[src/rtl/bp_cfg_io_endpoint.sv]
// rtl/bp_cfg_io_endpoint.sv - IO endpoint: local config registers (freeze) plus in-order forwarding to memory
// Every accepted command gets exactly one response, returned in command order.
module bp_cfg_io_endpoint #(
  parameter int paddr_width_p        = 40,
  parameter int cce_block_width_p    = 64,
  parameter int lce_id_width_p       = 4,
  parameter int lce_assoc_p          = 8,
  parameter int dword_width_p        = 64,
  parameter int io_noc_max_credits_p = 4,
  parameter int order_els_p          = io_noc_max_credits_p,
  parameter int cfg_addr_width_p     = 16,
  parameter logic [paddr_width_p-cfg_addr_width_p-1:0] cfg_dev_gp = 'h000200,
  parameter logic [cfg_addr_width_p-1:0] bp_cfg_reg_freeze_gp = 'h0008,
  localparam int msg_type_width_lp    = 4,
  localparam int size_width_lp        = 3,
  localparam int payload_width_lp     = lce_id_width_p + $clog2(lce_assoc_p),
  localparam int cce_mem_msg_width_lp = msg_type_width_lp + paddr_width_p + size_width_lp
                                        + payload_width_lp + cce_block_width_p
) (
  input  logic                            clk_i,
  input  logic                            reset_i,
  input  logic [cce_mem_msg_width_lp-1:0] io_cmd_i,
  input  logic                            io_cmd_v_i,
  output logic                            io_cmd_yumi_o,
  output logic [cce_mem_msg_width_lp-1:0] io_resp_o,
  output logic                            io_resp_v_o,
  input  logic                            io_resp_ready_i,
  output logic [cce_mem_msg_width_lp-1:0] mem_cmd_o,
  output logic                            mem_cmd_v_o,
  input  logic                            mem_cmd_ready_i,
  input  logic [cce_mem_msg_width_lp-1:0] mem_resp_i,
  input  logic                            mem_resp_v_i,
  output logic                            mem_resp_yumi_o,
  output logic                            freeze_o
);

  // Message layout, LSB first: msg_type, addr, size, payload, data
  localparam int addr_lsb_lp    = msg_type_width_lp;
  localparam int size_lsb_lp    = addr_lsb_lp + paddr_width_p;
  localparam int payload_lsb_lp = size_lsb_lp + size_width_lp;
  localparam int data_lsb_lp    = payload_lsb_lp + payload_width_lp;

  localparam logic [msg_type_width_lp-1:0] e_cce_mem_uc_rd = 4'b0010;
  localparam logic [msg_type_width_lp-1:0] e_cce_mem_uc_wr = 4'b0011;

  localparam int ptr_width_lp = (order_els_p > 1) ? $clog2(order_els_p) : 1;
  localparam int cnt_width_lp = $clog2(order_els_p + 1);

  logic [msg_type_width_lp-1:0]    cmd_type;
  logic [paddr_width_p-1:0]        cmd_addr;
  logic [cfg_addr_width_p-1:0]     cfg_idx;
  logic                            is_cfg;
  logic                            is_freeze;

  logic                            freeze_r;
  logic                            reset_r;
  logic                            in_reset;
  logic                            local_v_r;
  logic [cce_mem_msg_width_lp-1:0] slot_r;
  logic [dword_width_p-1:0]        cfg_rdata;

  logic [order_els_p-1:0]          order_r;
  logic [ptr_width_lp-1:0]         rd_ptr_r;
  logic [ptr_width_lp-1:0]         wr_ptr_r;
  logic [cnt_width_lp-1:0]         count_r;
  logic                            full;
  logic                            empty;
  logic                            head_local;

  logic                            cfg_accept;
  logic                            mem_accept;
  logic                            push;
  logic                            pop;
  logic                            resp_fire;

  function automatic logic [ptr_width_lp-1:0] ptr_inc(input logic [ptr_width_lp-1:0] p);
    return (p == ptr_width_lp'(order_els_p - 1)) ? '0 : p + ptr_width_lp'(1);
  endfunction

  assign cmd_type  = io_cmd_i[msg_type_width_lp-1:0];
  assign cmd_addr  = io_cmd_i[addr_lsb_lp +: paddr_width_p];
  assign cfg_idx   = cmd_addr[cfg_addr_width_p-1:0];
  assign is_cfg    = (cmd_addr[paddr_width_p-1:cfg_addr_width_p] == cfg_dev_gp);
  assign is_freeze = (cfg_idx == bp_cfg_reg_freeze_gp);

  // Hold off the command side through the cycle following reset
  assign in_reset  = reset_i | reset_r;

  assign full       = (count_r == cnt_width_lp'(order_els_p));
  assign empty      = (count_r == '0);
  assign head_local = order_r[rd_ptr_r];

  assign cfg_accept    = io_cmd_v_i & is_cfg & ~full & ~local_v_r & ~in_reset;
  assign mem_cmd_v_o   = io_cmd_v_i & ~is_cfg & ~full & ~in_reset;
  assign mem_cmd_o     = io_cmd_i;
  assign mem_accept    = mem_cmd_v_o & mem_cmd_ready_i;
  assign io_cmd_yumi_o = cfg_accept | mem_accept;
  assign push          = io_cmd_yumi_o;

  assign io_resp_o       = head_local ? slot_r : mem_resp_i;
  assign io_resp_v_o     = ~empty & ~in_reset & (head_local ? local_v_r : mem_resp_v_i);
  assign resp_fire       = io_resp_v_o & io_resp_ready_i;
  assign mem_resp_yumi_o = resp_fire & ~head_local;
  assign pop             = resp_fire;

  assign freeze_o = freeze_r;

  always_comb begin
    cfg_rdata = '0;
    if (cmd_type == e_cce_mem_uc_rd && is_freeze) cfg_rdata[0] = freeze_r;
  end

  always_ff @(posedge clk_i) begin
    reset_r <= reset_i;
    if (reset_i) begin
      freeze_r  <= 1'b1;
      local_v_r <= 1'b0;
      rd_ptr_r  <= '0;
      wr_ptr_r  <= '0;
      count_r   <= '0;
    end else begin
      if (push) begin
        order_r[wr_ptr_r] <= cfg_accept;
        wr_ptr_r          <= ptr_inc(wr_ptr_r);
      end
      if (pop) rd_ptr_r <= ptr_inc(rd_ptr_r);
      count_r <= count_r + cnt_width_lp'(push) - cnt_width_lp'(pop);

      // Accept needs the slot empty, so a clear and a load never collide
      if (cfg_accept) begin
        local_v_r <= 1'b1;
        slot_r    <= {cce_block_width_p'(cfg_rdata), io_cmd_i[data_lsb_lp-1:0]};
        if (cmd_type == e_cce_mem_uc_wr && is_freeze) freeze_r <= io_cmd_i[data_lsb_lp];
      end else if (resp_fire & head_local) begin
        local_v_r <= 1'b0;
      end
    end
  end

endmodule

[config.mk]
export PLATFORM = sky130hd
export DESIGN_NAME = bp_cfg_io_endpoint
export DESIGN_NICKNAME = d
export VERILOG_FILES = /design/src/rtl/bp_cfg_io_endpoint.sv
export SDC_FILE = /design/constraint.sdc
export NUM_CORES = 1
export LEC_CHECK = 0
export BUFFER_PORTS_ARGS = -buffer_cell sky130_fd_sc_hd__buf_2
export CAP_MARGIN = 20
export CORE_AREA = 2 2 188 190
export CTS_CLUSTER_DIAMETER = 80
export CTS_CLUSTER_SIZE = 40
export DETAILED_ROUTE_END_ITERATION = 7
export DIE_AREA = 0 0 190 192
export GPL_TIMING_DRIVEN = 1
export PLACE_DENSITY = 0.45
export RECOVER_POWER = 50
export REMOVE_ABC_BUFFERS = 1
export SLEW_MARGIN = 20
export SYNTH_ARGS = -nofsm -noshare
export SYNTH_HDL_FRONTEND = slang
export SYNTH_SLANG_ARGS = --single-unit
[constraint.sdc]
create_clock -name clk_i -period 6.9 [get_ports clk_i]
set_clock_uncertainty 0.15 [all_clocks]
set_input_delay 0.69 -clock clk_i [delete_from_list [all_inputs] [get_ports clk_i]]
set_output_delay 0.69 -clock clk_i [all_outputs]
set_load 0.01 [all_outputs]
* After elaboration in Yosys (flattened, before gate mapping) *
Index checks and enable logic that the tools add are counted.

operators by class
  eq/ne operators = 7
  order comparisons = 3
  reduce and logical (&&, ||, !) cells = 8
  bitwise logic cells = 22
  add/sub/neg operators = 4
  multiplexer cells = 11

operators with widths
  cell                                                                number
  2-to-1 mux 118 bit                                                  1
  equality test 24 x 10 -> 1 bit (second input constant)              1
  equality test 16 x 4 -> 1 bit (second input constant)               1
  AND 1 bit                                                           13
  equality test 4 x 2 -> 1 bit (second input constant)                2
  NOT 1 bit                                                           7
  < comparator 2 x 3 -> 1 bit (second input constant)                 2
  AND reduction 2 bit                                                 3
  2-to-1 mux 1 bit                                                    5
  adder 2 x 1 -> 2 bit (second input constant)                        2
  bitwise mux 4 bit                                                   1
  equality test 2 bit (second input constant)                         2
  2-to-1 mux 2 bit                                                    2
  adder 3 x 1 -> 3 bit                                                1
  equality test 3 bit (second input constant)                         1
  logical AND 1 bit                                                   3
  logical NOT 3 bit                                                   1
  subtractor 3 x 1 -> 3 bit                                           1
  binary-select mux 1 bit (select 2 bit)                              1
  demux 1 bit (select 2 bit)                                          1
  greater-or-equal comparator 2 x 1 -> 1 bit (second input constant)  1
  OR 1 bit                                                            2
  nonzero test 2 bit                                                  1

word-level totals
  register bits = 69
  logic and storage cells = 64
  input port bits = 242
  output and inout port bits = 241

* Logic depth before layout (Yosys ltp) *
Gate-level depths: netlist of the first run.

  depth in word-level cells = 9
  gate-level depth with buffers = 12
  mapped depth without buffers = 11

* Least setup slack after synthesis of the first run *
Ideal clock, no wire load.

  kind = input-to-reg
  start point = input port io_cmd_i[32]
  end point = register slot_r[0], enable pin
  data required time = 6146 ps
  setup time = 604 ps
  path buffers = 0
  path slack = -416 ps
  stages on the path = 3
  arrival time = 6562 ps
  path through = nor4_1 > nand4_1 > nor4_1

on the way
  cells in the longest elaborated chain, start to end = 6

RTL lines
  item                            RTL line  RTL
  from (decl)                     22        input logic [cce_mem_msg_width_lp-1:0] io_cmd_i,
  equality test 24 x 10 -> 1 bit  83        assign is_cfg = (cmd_addr[paddr_width_p-1:cfg_addr_width_p] == cfg_dev_gp);
  AND 1 bit (4 in series)         93        assign cfg_accept = io_cmd_v_i & is_cfg & ~full & ~local_v_r & ~in_reset;
  AND reduction 2 bit (no line)   -
  to (signal assigned)            132       slot_r <= {cce_block_width_p'(cfg_rdata), io_cmd_i[data_lsb_lp-1:0]};
  to (decl)                       59        logic [cce_mem_msg_width_lp-1:0] slot_r;

No other way between the ends.
A chain may end at the register's enable or synchronous reset.

* Final worst setup path of the first run *
  start point = input port io_cmd_i[32]
  end point = output port io_cmd_yumi_o

on the way
  elaborated cells on any way between the ends = 11
  those cells by class = 1 x eq/ne; 10 x bitwise

RTL lines
  item                            RTL line  RTL
  equality test 24 x 10 -> 1 bit  83
  AND 1 bit (4 in series)         93
  net cfg_accept                  70        logic cfg_accept;
  OR 1 bit                        97        assign io_cmd_yumi_o = cfg_accept | mem_accept;
  to (decl)                       24        output logic io_cmd_yumi_o,

The timed path passes the listed nets, and every way through them passes these cells.

==> results by group, run 1 <==
Timing
  – Max Slew Vio Count: 0
  – Final setup fails: 0
  – Fmax: around 0.23 GHz
  – Rel. slew slack: roughly 8.0%
  – Hold Vio Cnt, Final: 0
  – RSZ-0062 raised after global routing: false
  – Period utilisation layout: around 62%
  – Worst slew pin tran: approximately 1400 ps
  – Period minus WS final: roughly 4300 ps
  – Post-route setup slack: 2636 ps

Synthesis
  – Seq cells post-synth: a little under 70
  – Unique masters post-synth: 34
  – Ys flop type: edfxtp_1
  – Post-Synthesis Cells: approximately 400
  – Synth top area share: approximately two fifths
  – Share of synthesized registers carrying an async set or reset: 0%
  – Yosys warns: 0
  – Post-synthesis sequential area ratio: between 40% and 50%
  – Area contributors post-synth: edfxtp_1 40%, buf_4 20%, mux2_2 14%
  – Cell taking the most area after synthesis: edfxtp_1
  – Post-synth EDFFs: 59
  – Synthesized cell area: 0.004464 mm^2
  – Avg Synthesized Cell Area: about 11 um^2

Floorplan
  – Die ar.: 0.03648 mm^2
  – Die extent in y: 192 um
  – Die X: approximately 190 um
  – Core area: around 0.034 mm^2
  – Top Ports: roughly 480
  – Rows: between 60 and 70
  – Starting Density: a little over an eighth

Placement
  – Port Buf Inserts: 356
  – HPWL after DPL: approximately 19 mm
  – DP Worst Slack: 3022 ps
  – RePlAce Congestion: roughly 0.71
  – Cell count after placement: 1,072

Pwr
  – Net switching fraction of the power: roughly 25%
  – Internal: approximately 0.00086 W
  – Pleak: roughly 2.5 nW
  – Clock share of power: between 40% and 50%
  – Seq pwr share: 39.7%
  – Post-route total power: 0.001145 W
  – Maximum vdd ir drop: around 0.10 mV
  – Comb power frac: between 15 and 20%
  – NetSw: around 0.00029 W
  – PD cells: 188.8 mW/mm^2

Layout
  – Synth-to-Final Area Change: 35.85%
  – FILL cells: about 3,900
  – Post-route insts no fill: ~1,100
  – Layout cell share with drive strength beyond 1: 50.55%
  – Count of nets after finishing: a little under 900

Clocking
  – Post-cts resize count: 0
  – Worst-path clk slew: ~60 ps
  – Root Driver: clkbuf_16
  – CTS H-tree depth: 3
  – Setup bufs post-CTS: 0
  – Post-CTS Hold Fix Bufs: 0
  – CTS tree: yes
  – Sink Count: 69
  – Clock Path Buffers: 2
  – Num CTS Buffers: 9
  – Worst skew pair latency: 350 ps

Routing
  – Drt first-iter violations: approximately 150
  – Via density: about 3.5
  – Post-Route WL: approximately 23 mm
  – DRT Pass-1 Iters: 6
  – Antenna Violating Nets Remaining: 0
  – Routed vias: 3,864
  – # DRC: 0
  – Wire length per cell: approximately 21 um

Setup path
  – Crit path launch type: input pin
  – Arrival time worst endpoint: 3420 ps
  – Reg2reg setup slack: 3260 ps
  – Crit end category: primary output
  – WP data required: roughly 6100 ps
  – Critical Path Fanout Max: 11
  – Kind of critical path: in -> out

Flow run
  – Max cap viols: 0

Global route
  – Initial antenna violation count: 15
  – Tot GR Track Use: a little under an eighth
  – Largest net degree at the start of global routing: 70
  – Grt ovf: 0
  – Vias in the first global route: about 3,500
  – First-pass GRT wire length: approximately 28 mm

Min path
  – HP Class: in -> reg

Run status
  – Run status: complete, no violations
per-layer routing:
layer  GRT usage (%)  routed length, um
met5           5.220                299
met3           10.69               4122
met2           17.11               9906
met4           2.564                326
met1           12.26               8330
worst paths after layout:
path | start | to | depth (start not counted)
max reg2reg | rd_ptr_r[0] | count_r[2] | 11
min reg2reg | local_v_r | local_v_r | 2
min | io_cmd_i[44] | slot_r[44] | 1
max | io_cmd_i[32] | io_cmd_yumi_o | 7
sequential cells by signal, indices dropped and copies added (netlist names):
signal	cells
slot_r	55
order_r	4
count_r	3
rd_ptr_r	2
wr_ptr_r	2
freeze_o	1
local_v_r	1
reset_r	1
cells in the final DEF (no fill, tap or decap), types with 2 or more instances in the layout:
master       n
clkbuf_16    9
nor4b_1      4
clkbuf_1   110
mux2_2      55
bufinv_16    2
o21ai_0      2
clkinv_1     2
nor2_1      13
o41ai_1      2
buf_2      248
nand4_1      2
mux2i_1      3
dfxtp_1     10
nor4_1       9
buf_4        2
inv_1        7
diode_2      4
nor2b_1     69
inv_6        2
edfxtp_1    59
ha_1         7
power by group through the flow:
stage | Sequential [W] | Combinational, W | Clock (W)
global placement | 0.000463 | 0.000189 | 0
detailed placement | 0.000463 | 0.000189 | 0
global route | 0.000454 | 0.000194 | 0.000553
CTS | 0.000454 | 0.000190 | 0.000539
finish | 0.000454 | 0.000177 | 0.000514
floorplan | 0.000463 | 0.0000588 | 0
per-stage QoR:
step | cell area [um^2] | utilization [%] | setup TNS [ps] | hold WS (ps)
after floorplan | 3518 | - | -22890 | 345.4
after global placement | 5901 | 17.21 | 0 | 379.3
after detailed placement | 5901 | 17.21 | 0 | 390.1
after CTS | 6215 | 18.13 | 0 | 345.3
after global routing | 6055 | 17.66 | 0 | 357.4
final | 6065 | 17.69 | 0 | 375.8
cell usage after synthesis (all sizes together) (2+ instances only):
cell type	n
buf	124
clkbuf	8
dfxtp	10
edfxtp	59
ha	7
inv	7
mux2	55
mux2i	3
nand4	2
nor2	13
nor2b	69
nor4	9
nor4b	4
o21ai	2
o41ai	2
kinds of logic (layout without fill, tap and decap cells):
| logic type | count (synthesis) | after routing | share of synthesized area [%] |
|---|---|---|---|
| buf+inv | 139 | 382 | 21.78 |
| simple gates | 102 | 102 | 14.24 |
| flops | 69 | 69 | 44.17 |
| mux | 59 | 59 | 15.05 |
| compound gates | 11 | 11 | 1.962 |
| fa+ha+maj | 8 | 8 | 2.410 |
| xor+xnor | 2 | 2 | 0.3924 |
| other cells | 0 | 4 | 0 |
area by class of cell:
cell class	instances	area, um^2	share of cell area (%)
flip-flops and latches	69	1972	32.51
repair buffers	359	1665	27.46
multi-input cells	182	1508	24.86
well taps	455	569.3	9.387
clock buffers	10	229.0	3.776
clock inverters	6	85.08	1.403
inverters	7	26.28	0.4333
diodes	4	10.01	0.1651
critical path, cell delays in order:
cell      delay (ps)
clkbuf_1         120
nor4_1           490
nand4_1          320
nor4_1          1190
nor2_1           280
inv_1            150
buf_2            160
Note: power is estimated with default switching activity, not from simulation.
==> inputs of run 2 (changes only) <==
- CORE_AREA: 2 2 188 190 -> 2 2 190 192
- DIE_AREA: 0 0 190 192 -> 0 0 192 194
- PLACE_DENSITY: 0.45 -> 0.43
- clock period: 6.9 -> 3.95 ns (I/O delays scaled with it)
==> results by group, run 2 (same netlist as run 1, synthesis figures left out) <==
Routing
  – Antenna Violating Nets Remaining: 0 (unchanged)
  – Post-Route WL: 21.93 mm (-4.6%)
  – DRT Pass-1 Iters: 4 (-2)
  – Via density: 3.515 (-0.66%)
  – # DRC: 0 (unchanged)
  – Routed vias: 3,856 (-0.21%)
  – Drt first-iter violations: 132 (-11%)
  – Wire length per cell: 19.99 um (-5.0%)

Min path
  – HP Class: in -> reg

Floorplan
  – Top Ports: 483 (unchanged)
  – Starting Density: 12.67% (-0.35 points)
  – Die X: 192 um (+1.1%)
  – Die extent in y: 194 um (+1.0%)
  – Rows: 69 (+1.5%)
  – Core area: 0.03522 mm^2 (+2.7%)
  – Die ar.: 0.03725 mm^2 (+2.1%)

Clocking
  – Clock Path Buffers: 2 (unchanged)
  – Sink Count: 69 (unchanged)
  – Post-CTS Hold Fix Bufs: 0 (unchanged)
  – CTS H-tree depth: 3 (unchanged)
  – Worst-path clk slew: 60 ps (about the same)
  – Num CTS Buffers: 9 (unchanged)
  – CTS tree: yes
  – Root Driver: clkbuf_16
  – Post-cts resize count: 0 (unchanged)
  – Setup bufs post-CTS: 0 (unchanged)
  – Worst skew pair latency: 350 ps (about the same)

Layout
  – Register area: 0.001972 mm^2 (unchanged)
  – Ant diodes: 0 (-4)
  – Synth-to-Final Area Change: 36.10%
  – Multi-input gate area: 0.001509 mm^2 (about the same)
  – Biggest regs: slot_r x55, order_r x4, count_r x3
  – Largest register FFs: 55 (unchanged)
  – FILL cells: 4,011 (+4.1%)
  – Count of nets after finishing: 881 (+0.34%)
  – Layout cell share with drive strength beyond 1: 51.10% (+0.55 points)
  – Final Core Density: 17.25% (-0.44 points)
  – Top reg by flops: slot_r
  – Post-route insts no fill: 1,097 (+0.46%)
  – Commonest cells after routing, fill and taps aside: 247 x buf_2, 110 x clkbuf_1, 69 x nor2b_1
  – Commonest non-fill, non-tap cell in the layout: buf_2

Setup path
  – Arrival time worst endpoint: 3030 ps (-390 ps)
  – Kind of critical path: reg -> out
  – Critical Path Fanout Max: 72 (+61)
  – Largest stage delay, worst path: 700 ps (-490 ps)
  – Worst path cell trace: mux4_4 > buf_4 > buf_4 > mux2_2 > buf_2
  – WP data required: 3400 ps (-2660 ps)
  – Crit path launch type: flop
  – CP most frequent cell: buf_4
  – Crit-path slowest cell: buf_4
  – Crit end category: primary output

Timing
  – Period utilisation layout: about 90%
  – Fmax: ~0.28 GHz
  – Max Slew Vio Count: 0 (unchanged)
  – Worst slew pin tran: 770.8 ps (-596.2 ps)
  – Final setup fails: 0 (unchanged)
  – Rel. slew slack: 47.89% (+40 points)
  – RSZ-0062 raised after global routing: false
  – Period minus WS final: 3572 ps
  – Hold Vio Cnt, Final: 0 (unchanged)
  – Post-route setup slack: 378.5 ps (-2258 ps)

Pwr
  – Seq pwr share: 41.1% (+1.4 points)
  – PD cells: 317.9 mW/mm^2 (+68%)
  – Post-route total power: 0.001931 W (+69%)
  – Comb power frac: 16.1% (+0.6 points)
  – Internal: 0.001407 W (+65%)
  – NetSw: 0.0005243 W (+81%)
  – Maximum vdd ir drop: 0.1958 mV (+87%)
  – Clock share of power: 42.9% (-2.0 points)
  – Pleak: 2.463 nW (+0.44%)
  – Net switching fraction of the power: 27.15% (+1.8 points)

Run status
  – Run status: complete, no violations

Placement
  – Port Buf Inserts: 356 (unchanged)
  – DP Worst Slack: 684.8 ps (-2337 ps)
  – RePlAce Congestion: 0.7190 (+0.67%)
  – HPWL after DPL: 18.09 mm (-6.8%)
  – Cell count after placement: 1,081 (+0.84%)

Global route
  – Vias in the first global route: 3,769 (+7.3%)
  – Largest net degree at the start of global routing: 73 (+4.3%)
  – Grt ovf: 0 (unchanged)
  – Tot GR Track Use: 11.28% (-0.53 points)
  – Initial antenna violation count: 4 (-11)
  – First-pass GRT wire length: 28.23 mm (about the same)

Flow run
  – Max cap viols: 0 (unchanged)
==> run 2: final cells by class <==
class	count	area share, %
repair buffers	362	27.97
flip-flops and latches	69	32.45
multi-input cells	182	24.84
clock inverters	6	0.7002
clock buffers	10	4.119
inverters	7	0.4325
well taps	461	9.493
==> run 2: through the flow <==
| stage | cell area (um^2) | hold WS [ps] | setup TNS, ps |
|---|---|---|---|
| finish | 6076 | 84.02 | 0 |
| global placement | 5943 | 381.6 | 0 |
| detailed placement | 5943 | 395.9 | 0 |
| CTS | 6236 | 47.03 | 0 |
| floorplan | 3518 | 272.7 | -168950 |
| global route | 6076 | 55.64 | 0 |
==> run 2: worst max-delay path, delay by kind of cell (launching register included) <==
family | cells | cell delay, ps
muxes | 2 | 830
buffers and inverters | 3 | 1350
DFF | 1 | 340
==> run 2: power by group through the flow <==
| stage | clock, W | sequential [W] | combinational [W] |
|---|---|---|---|
| after floorplan | 0 | 0.000808 | 0.000103 |
| after global placement | 0 | 0.000809 | 0.000330 |
| after detailed placement | 0 | 0.000809 | 0.000329 |
| after CTS | 0.000887 | 0.000792 | 0.000331 |
| after global routing | 0.000909 | 0.000792 | 0.000343 |
| final | 0.000828 | 0.000793 | 0.000310 |
==> run 2: routing by layer <==
| metal | up-vias | GRT usage, % | part of all wire (%) |
|---|---|---|---|
| met5 | - | 2.653 | 0.73 |
| li1 | 1719 | - | - |
| met3 | 21 | 10.17 | 19 |
| met4 | 6 | 3.053 | 1.4 |
| met2 | 343 | 15.50 | 40 |
| met1 | 1767 | 12.40 | 39 |
==> run 2: final timing paths <==
kind,endpoint,startpoint,cells past startpoint,slack (ps)
worst max-delay path,io_resp_o[22],rd_ptr_r[0],5,380
worst min-delay path,slot_r[53],io_cmd_i[53],1,80
worst max register to register,count_r[2],rd_ptr_r[0],11,880
worst min register to register,rd_ptr_r[1],rd_ptr_r[1],2,400
